===== config.mk =====
export PLATFORM = sky130hd
export DESIGN_NAME = spi_send_sched
export DESIGN_NICKNAME = d
export VERILOG_FILES = /design/src/rtl/spi_send_sched.sv
export SDC_FILE = /design/constraint.sdc
export NUM_CORES = 1
export LEC_CHECK = 0
export CORE_MARGIN = 5
export CORE_UTILIZATION = 50
export CTS_BUF_LIST = sky130_fd_sc_hd__clkbuf_16
export DETAILED_ROUTE_END_ITERATION = 16
export GPL_ROUTABILITY_DRIVEN = 0
export PLACE_DENSITY = 0.85
export SLEW_MARGIN = 20
export SYNTH_ARGS = -nofsm -noshare
export SYNTH_HDL_FRONTEND = slang
export SYNTH_SLANG_ARGS = --single-unit

===== constraint.sdc =====
create_clock -name clk -period 4.4 [get_ports clk]
set_input_delay 0.44 -clock clk [delete_from_list [all_inputs] [get_ports clk]]
set_output_delay 0.44 -clock clk [all_outputs]
set_load 0.1 [all_outputs]

===== src/rtl/spi_send_sched.sv =====
// ---------------------------------------------------------------------------
// spi_send_sched
// Byte scheduler between a first-word-fall-through send FIFO and an 8-bit SPI
// shift engine. It frames a transfer with slave select (one cycle CS setup and
// one cycle CS hold), pops one byte per shift, tolerates up to STALL_MAX empty
// FIFO cycles between bytes before aborting with a sticky underrun flag, and
// honours host aborts without cutting a byte mid-shift.
//
// Ports
//   clk         single clock, all state on the rising edge
//   reset       asynchronous active-high reset
//   start       one-cycle transfer request, sampled in IDLE only
//   xfer_len    transfer length in bytes (1..MAX_LEN), sampled with start
//   abort       host termination request
//   fifo_data   FIFO head byte (valid while fifo_empty is low)
//   fifo_empty  FIFO empty flag
//   fifo_rd_en  one-cycle pop strobe
//   tr_start    one-cycle strobe to the shift engine
//   tr_data     byte for the shift engine, stable from tr_start to tr_done
//   tr_done     one-cycle pulse from the shift engine, byte shifted out
//   ss_n        active-low slave select
//   busy        high in every state except IDLE
//   done        one-cycle pulse at the end of every accepted transfer
//   underrun    sticky FIFO-starvation flag, cleared by the next accepted start
//   bytes_sent  bytes completed in the current or last transfer
// ---------------------------------------------------------------------------
module spi_send_sched #(
    parameter int unsigned STALL_MAX = 16,
    parameter int unsigned MAX_LEN   = 260
) (
    input  logic       clk,
    input  logic       reset,
    input  logic       start,
    input  logic [8:0] xfer_len,
    input  logic       abort,
    input  logic [7:0] fifo_data,
    input  logic       fifo_empty,
    output logic       fifo_rd_en,
    output logic       tr_start,
    output logic [7:0] tr_data,
    input  logic       tr_done,
    output logic       ss_n,
    output logic       busy,
    output logic       done,
    output logic       underrun,
    output logic [8:0] bytes_sent
);

    localparam int unsigned LEN_W   = 9;
    localparam int unsigned BYTE_W  = 8;
    localparam int unsigned STALL_W = 8;

    localparam logic [STALL_W-1:0] STALL_LIMIT = STALL_W'(STALL_MAX);
    localparam logic [LEN_W-1:0]   LEN_LIMIT   = LEN_W'(MAX_LEN);

    typedef enum logic [2:0] {
        IDLE,
        SETUP,
        FETCH,
        SHIFT,
        HOLD,
        FINISH
    } state_t;

    state_t              state_q, state_d;
    logic [LEN_W-1:0]    len_q, len_d;
    logic [LEN_W-1:0]    bytes_d, bytes_inc;
    logic [STALL_W-1:0]  stall_q, stall_d, stall_inc;
    logic                abort_pend_q, abort_pend_d;
    logic                underrun_d;
    logic [BYTE_W-1:0]   tr_data_d;
    logic                fifo_rd_en_d;
    logic                tr_start_d;
    logic                ss_n_d;
    logic                busy_d;
    logic                done_d;
    logic                start_ok;

    // A start is only honoured for a legal, non-zero length.
    assign start_ok = start && (xfer_len != '0) && (xfer_len <= LEN_LIMIT);

    // State and datapath registers.
    always_ff @(posedge clk or posedge reset) begin
        if (reset) begin
            state_q      <= IDLE;
            len_q        <= '0;
            bytes_sent   <= '0;
            stall_q      <= '0;
            abort_pend_q <= 1'b0;
            underrun     <= 1'b0;
            tr_data      <= '0;
            fifo_rd_en   <= 1'b0;
            tr_start     <= 1'b0;
            ss_n         <= 1'b1;
            busy         <= 1'b0;
            done         <= 1'b0;
        end else begin
            state_q      <= state_d;
            len_q        <= len_d;
            bytes_sent   <= bytes_d;
            stall_q      <= stall_d;
            abort_pend_q <= abort_pend_d;
            underrun     <= underrun_d;
            tr_data      <= tr_data_d;
            fifo_rd_en   <= fifo_rd_en_d;
            tr_start     <= tr_start_d;
            ss_n         <= ss_n_d;
            busy         <= busy_d;
            done         <= done_d;
        end
    end

    // Next-state and next-output logic.
    always_comb begin
        state_d      = state_q;
        len_d        = len_q;
        bytes_d      = bytes_sent;
        stall_d      = stall_q;
        abort_pend_d = abort_pend_q;
        underrun_d   = underrun;
        tr_data_d    = tr_data;
        fifo_rd_en_d = 1'b0;
        tr_start_d   = 1'b0;
        bytes_inc    = bytes_sent + LEN_W'(1);
        stall_inc    = stall_q + STALL_W'(1);

        unique case (state_q)
            IDLE: begin
                // abort is deliberately ignored here, even alongside start.
                if (start_ok) begin
                    len_d        = xfer_len;
                    bytes_d      = '0;
                    stall_d      = '0;
                    abort_pend_d = 1'b0;
                    underrun_d   = 1'b0;
                    state_d      = SETUP;
                end
            end
            SETUP: begin
                state_d = abort ? HOLD : FETCH;
            end
            FETCH: begin
                if (abort) begin
                    state_d = HOLD;
                end else if (!fifo_empty) begin
                    // Strobes are registered; the FIFO only grows meanwhile,
                    // so the head captured here is still the one popped.
                    fifo_rd_en_d = 1'b1;
                    tr_start_d   = 1'b1;
                    tr_data_d    = fifo_data;
                    stall_d      = '0;
                    state_d      = SHIFT;
                end else begin
                    stall_d = stall_inc;
                    if (stall_inc == STALL_LIMIT) begin
                        underrun_d = 1'b1;
                        state_d    = HOLD;
                    end
                end
            end
            SHIFT: begin
                // An abort during a shift waits for the byte to finish.
                if (abort) begin
                    abort_pend_d = 1'b1;
                end
                if (tr_done) begin
                    bytes_d = bytes_inc;
                    if ((bytes_inc == len_q) || abort_pend_q || abort) begin
                        state_d = HOLD;
                    end else begin
                        state_d = FETCH;
                    end
                end
            end
            HOLD: begin
                state_d = FINISH;
            end
            FINISH: begin
                state_d = IDLE;
            end
            default: begin
                state_d = IDLE;
            end
        endcase

        // Framing outputs follow the state being entered so they line up
        // with the registered state.
        ss_n_d = (state_d == IDLE) || (state_d == FINISH);
        busy_d = (state_d != IDLE);
        done_d = (state_d == FINISH);
    end

endmodule


==> results.sh, run 1 <==
export IMPL_status="finished clean"
export IMPL_top_usage_layer="met2"
export IMPL_start_util_pct=52.2
export IMPL_synthTopCellsByArea="dfrtp_1, mux2_2, o21ai_0"
export IMPL_drt_initial_drc_count=168
export IMPL_synth_edf_count=0
export IMPL_crit_required_ns=3.96
export IMPL_wl_per_cell_um=15.6
export IMPL_drcViolationCount=0
export IMPL_postCtsSetupRepairBufs=0
export IMPL_hp_start="tr_data[6]$_DFFE_PP0P_"
export IMPL_coreArea_um2=4410
export IMPL_wirelength_um=5100
export IMPL_worst_slew_pin_transition_ns=0.986
export IMPL_fp_dieH_um=77.9
export IMPL_first_pass_iters=4
export IMPL_relSlewSlack_pct=34.1
export IMPL_worstSetupPathType="reg2out"
export IMPL_ys_types=52
export IMPL_n_antenna_cell=0
export IMPL_r2r_start="bytes_sent[0]$_DFFE_PP0P_"
export IMPL_stdcell_count=326
export IMPL_grt_max_degree=44
export IMPL_nets=298
export IMPL_finalMaxSlewViolations=0
export IMPL_ctsHoldBuffers=0
export IMPL_setup_viol=0
export IMPL_grt_setup_unrepaired="false"
export IMPL_cts_root_buf="clkbuf_16"
export IMPL_yosysWarnings=0
export IMPL_ys_flop_type="dfrtp_1"
export IMPL_fillers=341
export IMPL_cpPeakStageDelay_ns=1.19
export IMPL_startpoint="bytes_sent[3]$_DFFE_PP0P_"
export IMPL_grt_overflow_total=0
export IMPL_grt_pass1_wl_um=8940
export IMPL_antenna_found_initial=0
export IMPL_synth_avg_cell_area_um2=10.1
export IMPL_min_period_ns=2.43
export IMPL_synth_seq_cells=43
export IMPL_rrSetupSlack_ns=2.09
export IMPL_mostFrequentLayoutCells="clkdlybuf4s50_1, dfrtp_1, o21ai_0, nand2_1, mux2_2"
export IMPL_setup_tns_final_ns=0
export IMPL_synth_nets=254
export IMPL_cts_tree="yes"
export IMPL_drtAntennaViolNets=0
export IMPL_grt_util_met1_pct=23.8
export IMPL_cp_max_fo=9
export IMPL_yosysTopAreaCell="dfrtp_1"
export IMPL_yosys_area_top_type_share_pct=45.7
export IMPL_ir_drop_mv=0.535
export IMPL_fmax_ghz=0.412
export IMPL_timing_final_hold_violations=0
export IMPL_dr_total_vias=1937
export IMPL_io_pins=46
export IMPL_cap_violations=0
export IMPL_clk_latency_ns=0.28
export IMPL_postSynthCellCount=229
export IMPL_cp_start_kind="flop"
export IMPL_hold_class="reg2reg"
export IMPL_cts_path_max_buffers=2
export IMPL_die_area_um2=6060
export IMPL_cp_buffers_inverters=1
export IMPL_area_growth_pct=26.8
export IMPL_grt_met3_usage_pct=5.44
export IMPL_slowest_stage="clkdlybuf4s50_1"
export IMPL_via_per_inst=5.94
export IMPL_cp_top_family="buffers and inverters"
export IMPL_cts_resized=0
export IMPL_path_cells="clkdlybuf4s50_1"
export IMPL_netlist_area_um2=2300
export IMPL_hpwl_um=3650
export IMPL_htree_levels=2
export IMPL_powerDensity_nw_per_um2=640
export IMPL_grtUsageTotal_pct=18.2
export IMPL_final_common_cell="clkdlybuf4s50_1"
export IMPL_path_clk_slew_ns=0.06
export IMPL_critPathCaptureType="output port"
export IMPL_clock_sinks=43
export IMPL_portBuffers=45
export IMPL_cts_made_buffers=5
export IMPL_dp_cells=318
export IMPL_drive_gt1_share_pct=12.4
export IMPL_die_w_um=77.9
export IMPL_async_flop_share_pct=100
export IMPL_placementRows=24
export IMPL_p_leak_nw=1.22
export IMPL_yosysSeqAreaShare_pct=46.8
export IMPL_post_route_period_util_pct=55.1
export IMPL_use_met2_pct=28.0
export IMPL_arrival_ns=1.99
export IMPL_grt_pass1_vias=1910
export IMPL_fin_skew_ns=0.00600
## sequential cells by signal (all words and copies together) (netlist names)
signal and flops:
abort_pend_q 1, ss_n 1, underrun 1, stall_q 8
len_q 9, tr_start 1, tr_data 8, busy 1
done 1, bytes_sent 9, state_q 3
## worst paths after layout
path / end / depth (start not counted)
worst max-delay path: bytes_sent[3] / 1
worst max register to register: state_q[1]$_DFF_PP0_ / 6
min in group asynchronous: tr_data[2]$_DFFE_PP0P_ / 3
worst min-delay path: tr_data[6]$_DFFE_PP0P_ / 1
max in group asynchronous: ss_n$_DFF_PP1_ / 3
worst min register to register: tr_data[6]$_DFFE_PP0P_ / 1
## Yosys cell counts, drive strengths merged (2+ instances only)
master,number
a21boi,2
a21oi,5
a22o,2
a31oi,2
and2,3
and3,5
buf,5
clkbuf,4
dfrtp,42
ha,2
inv,4
mux2,17
nand2,21
nand2b,4
nand3,15
nand4,3
nor2,13
nor2b,4
nor3,7
nor4,2
nor4b,3
o21ai,23
o31ai,8
or4,3
xnor2,8
xor2,5
## final cells by class
class	instances	area (um2)	share of cell area, %
Multi-Input combinational cell	173	1170	40.0
Sequential cell	43	1080	36.9
Timing Repair Buffer	46	458	15.7
Clock buffer	5	125	4.28
Tap cell	52	65.1	2.23
Inverter	4	15.0	0.514
Clock inverter	3	12.5	0.428
## logic make-up after synthesis
logic type,after synthesis,share of synthesized area (%)
and+or+nand+nor,89,21.0
AOI/OAI and AO/OA,51,14.5
DFF,43,46.8
muxes,18,8.75
xor gates and xnor gates,13,4.95
buffers and inverters,13,2.88
adders and majority gates,2,1.09
## power by group
part	total [mW]	switching (mW)	leakage, nW	internal [mW]
Clock	0.345	0.140	0.0762	0.205
Combinational	0.891	0.607	0.590	0.285
Sequential	0.633	0.111	0.558	0.522
Total	1.87	0.858	1.22	1.01
## per-layer routing
metal	vias up	wire length [um]	part of all wire, %
li1	922	-	-
met1	940	2270	44
met2	67	2430	48
met3	8	316	6.2
met4	0	83	1.6
met5	-	0	0
## stage by stage
stage                     hold WS (ns)  util, %  setup slack, ns  total power [mW]  instance area [um2]
after floorplan                  0.469        -             1.63              1.32                 2300
after global placement           0.490     62.8             1.94              1.50                 2770
after detailed placement         0.496     62.8             1.88              1.53                 2770
after CTS                        0.509     66.0             1.97              1.88                 2910
after global routing             0.523     66.2             1.88              1.97                 2920
final                            0.507     66.2             1.97              1.87                 2920
Power figures use the tool's default switching activity.
==> run 2, diff against run 1 <==
- CORE_UTILIZATION: 50 -> 46
- PLACE_DENSITY: 0.85 -> 0.82
- clock period: 4.4 -> 2 ns (I/O delays scaled with it)
==> run 2 against run 1 <==
  * Cell count rose by 10%
  * Non-clock buffer count grew 19
  * Flip-flop and latch count did not move
  * Critical endpoint is now state_q[1]$_DFF_PP0_
  * Largest cell class unchanged
  * Highest routed layer unchanged
==> results.sh, run 2 (synthesis results as in run 1) <==
export IMPL_cts_tree="yes"
export IMPL_placementRows=25
export IMPL_grtUsageTotal_pct=18.0
export IMPL_finalMaxSlewViolations=0
export IMPL_dp_cells=351
export IMPL_seq_area_um2=1100
export IMPL_multiInputGateArea_um2=1220
export IMPL_n_antenna_cell=0
export IMPL_area_growth_pct=34.9
export IMPL_cp_buffers_inverters=0
export IMPL_powerDensity_nw_per_um2=1370
export IMPL_die_w_um=80.7
export IMPL_dr_total_vias=1966
export IMPL_cap_violations=0
export IMPL_cts_root_buf="clkbuf_16"
export IMPL_slowest_stage="dfrtp_4"
export IMPL_cp_max_fo=6
export IMPL_cts_made_buffers=5
export IMPL_timing_final_hold_violations=0
export IMPL_setup_tns_final_ns=0
export IMPL_io_pins=46
export IMPL_fin_skew_ns=0.00259
export IMPL_die_area_um2=6520
export IMPL_mostFrequentLayoutCells="buf_4, dfrtp_1, clkdlybuf4s50_1, o21ai_0, nand2_1"
export IMPL_pre_cts_ws_ns=-0.217
export IMPL_final_util_pct=64.9
export IMPL_final_common_cell="buf_4"
export IMPL_wl_per_cell_um=14.8
export IMPL_ctsHoldBuffers=0
export IMPL_grt_overflow_total=0
export IMPL_fp_dieH_um=80.7
export IMPL_cp_top_family="simple AND/OR/NAND/NOR gates"
export IMPL_worst_slew_pin_transition_ns=0.539
export IMPL_hold_class="in2async"
export IMPL_grt_pass1_vias=1961
export IMPL_relSlewSlack_pct=64.0
export IMPL_cpPeakStageDelay_ns=0.51
export IMPL_reg_top3="bytes_sent: 9 flops, len_q: 9 flops"
export IMPL_p_seq_share_pct=32.0
export IMPL_stdcell_count=360
export IMPL_wirelength_um=5340
export IMPL_post_route_period_util_pct=98.5
export IMPL_reg2reg_to="state_q[1]$_DFF_PP0_"
export IMPL_drive_gt1_share_pct=31.4
export IMPL_htree_levels=2
export IMPL_antenna_found_initial=0
export IMPL_p_sw_mw=1.93
export IMPL_min_period_ns=1.97
export IMPL_swShare_pct=45.5
export IMPL_grt_max_degree=44
export IMPL_p_comb_share_pct=50.0
export IMPL_rrSetupSlack_ns=0.03
export IMPL_ir_drop_mv=1.21
export IMPL_first_pass_iters=4
export IMPL_reg2reg_depth=6
export IMPL_status="finished clean"
export IMPL_hpwl_um=3940
export IMPL_arrival_ns=2.14
export IMPL_fmax_ghz=0.508
export IMPL_clk_latency_ns=0.28
export IMPL_grt_setup_unrepaired="true"
export IMPL_nets=317
export IMPL_clkPwrFrac_pct=18.0
export IMPL_drt_initial_drc_count=174
export IMPL_coreArea_um2=4790
export IMPL_p_leak_nw=1.35
export IMPL_worstSetupPathType="reg2reg"
export IMPL_fin_ws_ns=0.0305
export IMPL_start_util_pct=48.1
export IMPL_hold_ws_ns=0.353
export IMPL_fillers=368
export IMPL_grt_pass1_wl_um=9090
export IMPL_via_per_inst=5.46
export IMPL_drtAntennaViolNets=0
export IMPL_r2r_start="bytes_sent[1]$_DFFE_PP0P_"
export IMPL_drcViolationCount=0
export IMPL_path_clk_slew_ns=0.06
export IMPL_cts_path_max_buffers=2
export IMPL_critPathCaptureType="flop"
export IMPL_crit_required_ns=2.17
export IMPL_clock_sinks=43
export IMPL_setup_viol=0
export IMPL_internal_power_mw=2.32
export IMPL_portBuffers=45
export IMPL_cp_start_kind="flop"
export IMPL_path_cells="ha_4 -> and2_1 -> o21ai_1 -> a31oi_1 -> or4_4 -> o31a_1"
run 2: changes by cell type in the layout (fill, tap and decap cells not counted), sizes merged:
cell	change
inv	+1
buf	+42
clkinv	-1
clkdlybuf4s50	-23
run 2: power by group through the flow:
stage	sequential [mW]	combinational, mW	clock [mW]
2_1_floorplan	2.21	0.725	0
3_3_place_gp	1.35	2.06	0
3_5_place_dp	1.37	2.10	0
4_1_cts	1.35	2.12	0.776
5_1_grt	1.40	2.26	0.825
6_report	1.36	2.13	0.766
run 2: area by class of cell:
cell class / count / share of cell area, %
inverter: 4 / 0.483
multi-input combinational: 173 / 39.2
clock inverter: 3 / 0.362
sequential: 43 / 35.3
timing repair buffer: 65 / 17.9
tap: 67 / 2.70
clock buffer: 5 / 4.03
run 2: metal layers:
layer / routed length [um] / GRT usage (%)
met3: 344 / 4.77
met5: 0 / 0
met1: 2420 / 22.6
met2: 2490 / 30.2
met4: 88 / 5.91
run 2: worst max path at each step:
stage,end,slack [ns],cells past startpoint,startpoint
after CTS,stall_q[3]$_DFFE_PP0P_,0.02,6,state_q[2]$_DFF_PP0_
final,state_q[1]$_DFF_PP0_,0.03,6,bytes_sent[1]$_DFFE_PP0P_
after detailed placement,stall_q[3]$_DFFE_PP0P_,-0.22,7,start
after global placement,stall_q[7]$_DFFE_PP0P_,-0.16,6,start
after global routing,state_q[1]$_DFF_PP0_,-0.002,6,bytes_sent[1]$_DFFE_PP0P_
after floorplan,state_q[1]$_DFF_PP0_,-0.10,6,bytes_sent[3]$_DFFE_PP0P_
run 2: repair_timing:
item                       4_1_cts  5_1_grt
setup endpoints to repair        2        6
setup buffers                    0        1
gates resized for setup          2        5
run 2: per-stage QoR:
stage	area, um2	power, mW
after global placement	2930	3.42
after global routing	3110	4.49
final	3110	4.26
after CTS	3070	4.25
after floorplan	2350	2.93
after detailed placement	2930	3.47
run 2: tightest hold or removal path, stage by stage:
cell and delay (ns):
clkdlybuf4s50_1 0.40, inv_1 0.05, buf_4 0.44
==> run 3, diff against run 2 <==
- CORE_UTILIZATION: 46 -> 45
- PLACE_DENSITY: 0.82 -> 0.81
==> run 3 against run 2 <==
  * Register-to-register slack about the same
  * Largest power group unchanged
  * Core utilization down 3.0 points
  * Sequential share of layout area down 0.20 points
==> results.sh, run 3 (synthesis results as in run 1) <==
export IMPL_grtUsageTotal_pct=17.1
export IMPL_first_pass_iters=4
export IMPL_grt_pass1_wl_um=8890
export IMPL_reg_top3="bytes_sent: 9 flops, len_q: 9 flops"
export IMPL_drcViolationCount=0
export IMPL_die_w_um=81.5
export IMPL_worstSetupPathType="reg2reg"
export IMPL_timing_final_hold_violations=0
export IMPL_stdcell_count=366
export IMPL_ctsHoldBuffers=0
export IMPL_grt_overflow_total=0
export IMPL_drive_gt1_share_pct=32.8
export IMPL_area_growth_pct=35.7
export IMPL_start_util_pct=45.7
export IMPL_antenna_found_initial=0
export IMPL_p_leak_nw=1.35
export IMPL_cts_root_buf="clkbuf_16"
export IMPL_coreArea_um2=5040
export IMPL_r2r_start="bytes_sent[0]$_DFFE_PP0P_"
export IMPL_hold_class="in2async"
export IMPL_die_area_um2=6650
export IMPL_slowest_stage="dfrtp_4"
export IMPL_cts_tree="yes"
export IMPL_powerDensity_nw_per_um2=1360
export IMPL_worst_slew_pin_transition_ns=0.543
export IMPL_via_per_inst=5.48
export IMPL_cts_path_max_buffers=2
export IMPL_path_cells="ha_4 -> and2_1 -> o21ai_1 -> a31oi_1 -> or4_4 -> o31a_1"
export IMPL_fmax_ghz=0.511
export IMPL_cp_max_fo=6
export IMPL_ir_drop_mv=1.27
export IMPL_grt_pass1_vias=1945
export IMPL_io_pins=46
export IMPL_drtAntennaViolNets=0
export IMPL_placementRows=26
export IMPL_setup_viol=0
export IMPL_cp_start_kind="flop"
export IMPL_mostFrequentLayoutCells="buf_4, dfrtp_1, clkdlybuf4s50_1, o21ai_0, nand2_1"
export IMPL_htree_levels=2
export IMPL_finalMaxSlewViolations=0
export IMPL_portBuffers=45
export IMPL_cpPeakStageDelay_ns=0.51
export IMPL_setup_tns_final_ns=0
export IMPL_reg2reg_to="state_q[1]$_DFF_PP0_"
export IMPL_status="finished clean"
export IMPL_reg2reg_depth=6
export IMPL_crit_required_ns=2.16
export IMPL_clock_sinks=43
export IMPL_grt_max_degree=19
export IMPL_fin_skew_ns=0.00848
export IMPL_relSlewSlack_pct=63.5
export IMPL_arrival_ns=2.12
export IMPL_cts_made_buffers=5
export IMPL_dp_cells=354
export IMPL_hold_ws_ns=0.222
export IMPL_n_antenna_cell=0
export IMPL_wl_per_cell_um=14.4
export IMPL_critPathCaptureType="flop"
export IMPL_rrSetupSlack_ns=0.04
export IMPL_fillers=398
export IMPL_min_period_ns=1.96
export IMPL_drt_initial_drc_count=135
export IMPL_path_clk_slew_ns=0.06
export IMPL_wirelength_um=5270
export IMPL_cap_violations=0
export IMPL_hpwl_um=3960
export IMPL_clk_latency_ns=0.28
export IMPL_post_route_period_util_pct=97.8
export IMPL_nets=320
export IMPL_final_common_cell="buf_4"
export IMPL_dr_total_vias=2005
export IMPL_fp_dieH_um=81.5
export IMPL_final_util_pct=62.0
run 3: per-stage QoR:
step                      power [mW]  area (um2)  setup WS, ns
after detailed placement        3.44        2920        -0.207
after floorplan                 2.93        2350        -0.100
after global placement          3.40        2920        -0.143
final                           4.25        3120        0.0439
after global routing            4.48        3120     -0.000404
after CTS                       4.24        3070        0.0171
run 3: worst max path at each step:
stage                                   start                endpoint  slack (ns)  depth (start not counted)
floorplan           bytes_sent[3]$_DFFE_PP0P_    state_q[1]$_DFF_PP0_       -0.10                          6
global placement                        start  stall_q[7]$_DFFE_PP0P_       -0.14                          6
detailed placement                      start  stall_q[7]$_DFFE_PP0P_       -0.21                          6
CTS                      state_q[2]$_DFF_PP0_  stall_q[7]$_DFFE_PP0P_        0.02                          5
global route        bytes_sent[0]$_DFFE_PP0P_    state_q[1]$_DFF_PP0_     -0.0004                          6
finish              bytes_sent[0]$_DFFE_PP0P_    state_q[1]$_DFF_PP0_        0.04                          6
run 3: per-layer routing:
layer,track usage (%),share of wire [%]
met5,0,0
met4,6.25,1.8
met1,22.4,45
met3,4.06,5.3
met2,27.4,48
run 3: worst max-delay path: cells and delay by family, from the launching register on:
| family | cells | cell delay, ns |
|---|---|---|
| flops | 1 | 0.51 |
| fa+ha+maj | 1 | 0.19 |
| simple gates | 2 | 0.67 |
| compound gates | 3 | 0.46 |
run 3: final cells by class:
type	count	area, um2	area share (%)
inverters	4	15.0	0.481
multi-input cells	173	1220	39.0
well taps	70	87.6	2.80
flip-flops and latches	43	1100	35.1
repair buffers	68	566	18.1
clock inverters	3	16.3	0.521
clock buffers	5	125	4.00
run 3: what timing repair did:
item                                    CTS  global route
endpoints found under the hold margin     0             0
pin swaps                                 0             3
setup buffers                             0             4
resized for setup                         2             5
endpoints found under the setup margin    4            14
run 3: power by group:
group / internal [mW] / leakage (nW) / switching, mW
combinational: 0.708 / 0.740 / 1.41
sequential: 1.15 / 0.544 / 0.203
clock: 0.455 / 0.0710 / 0.318
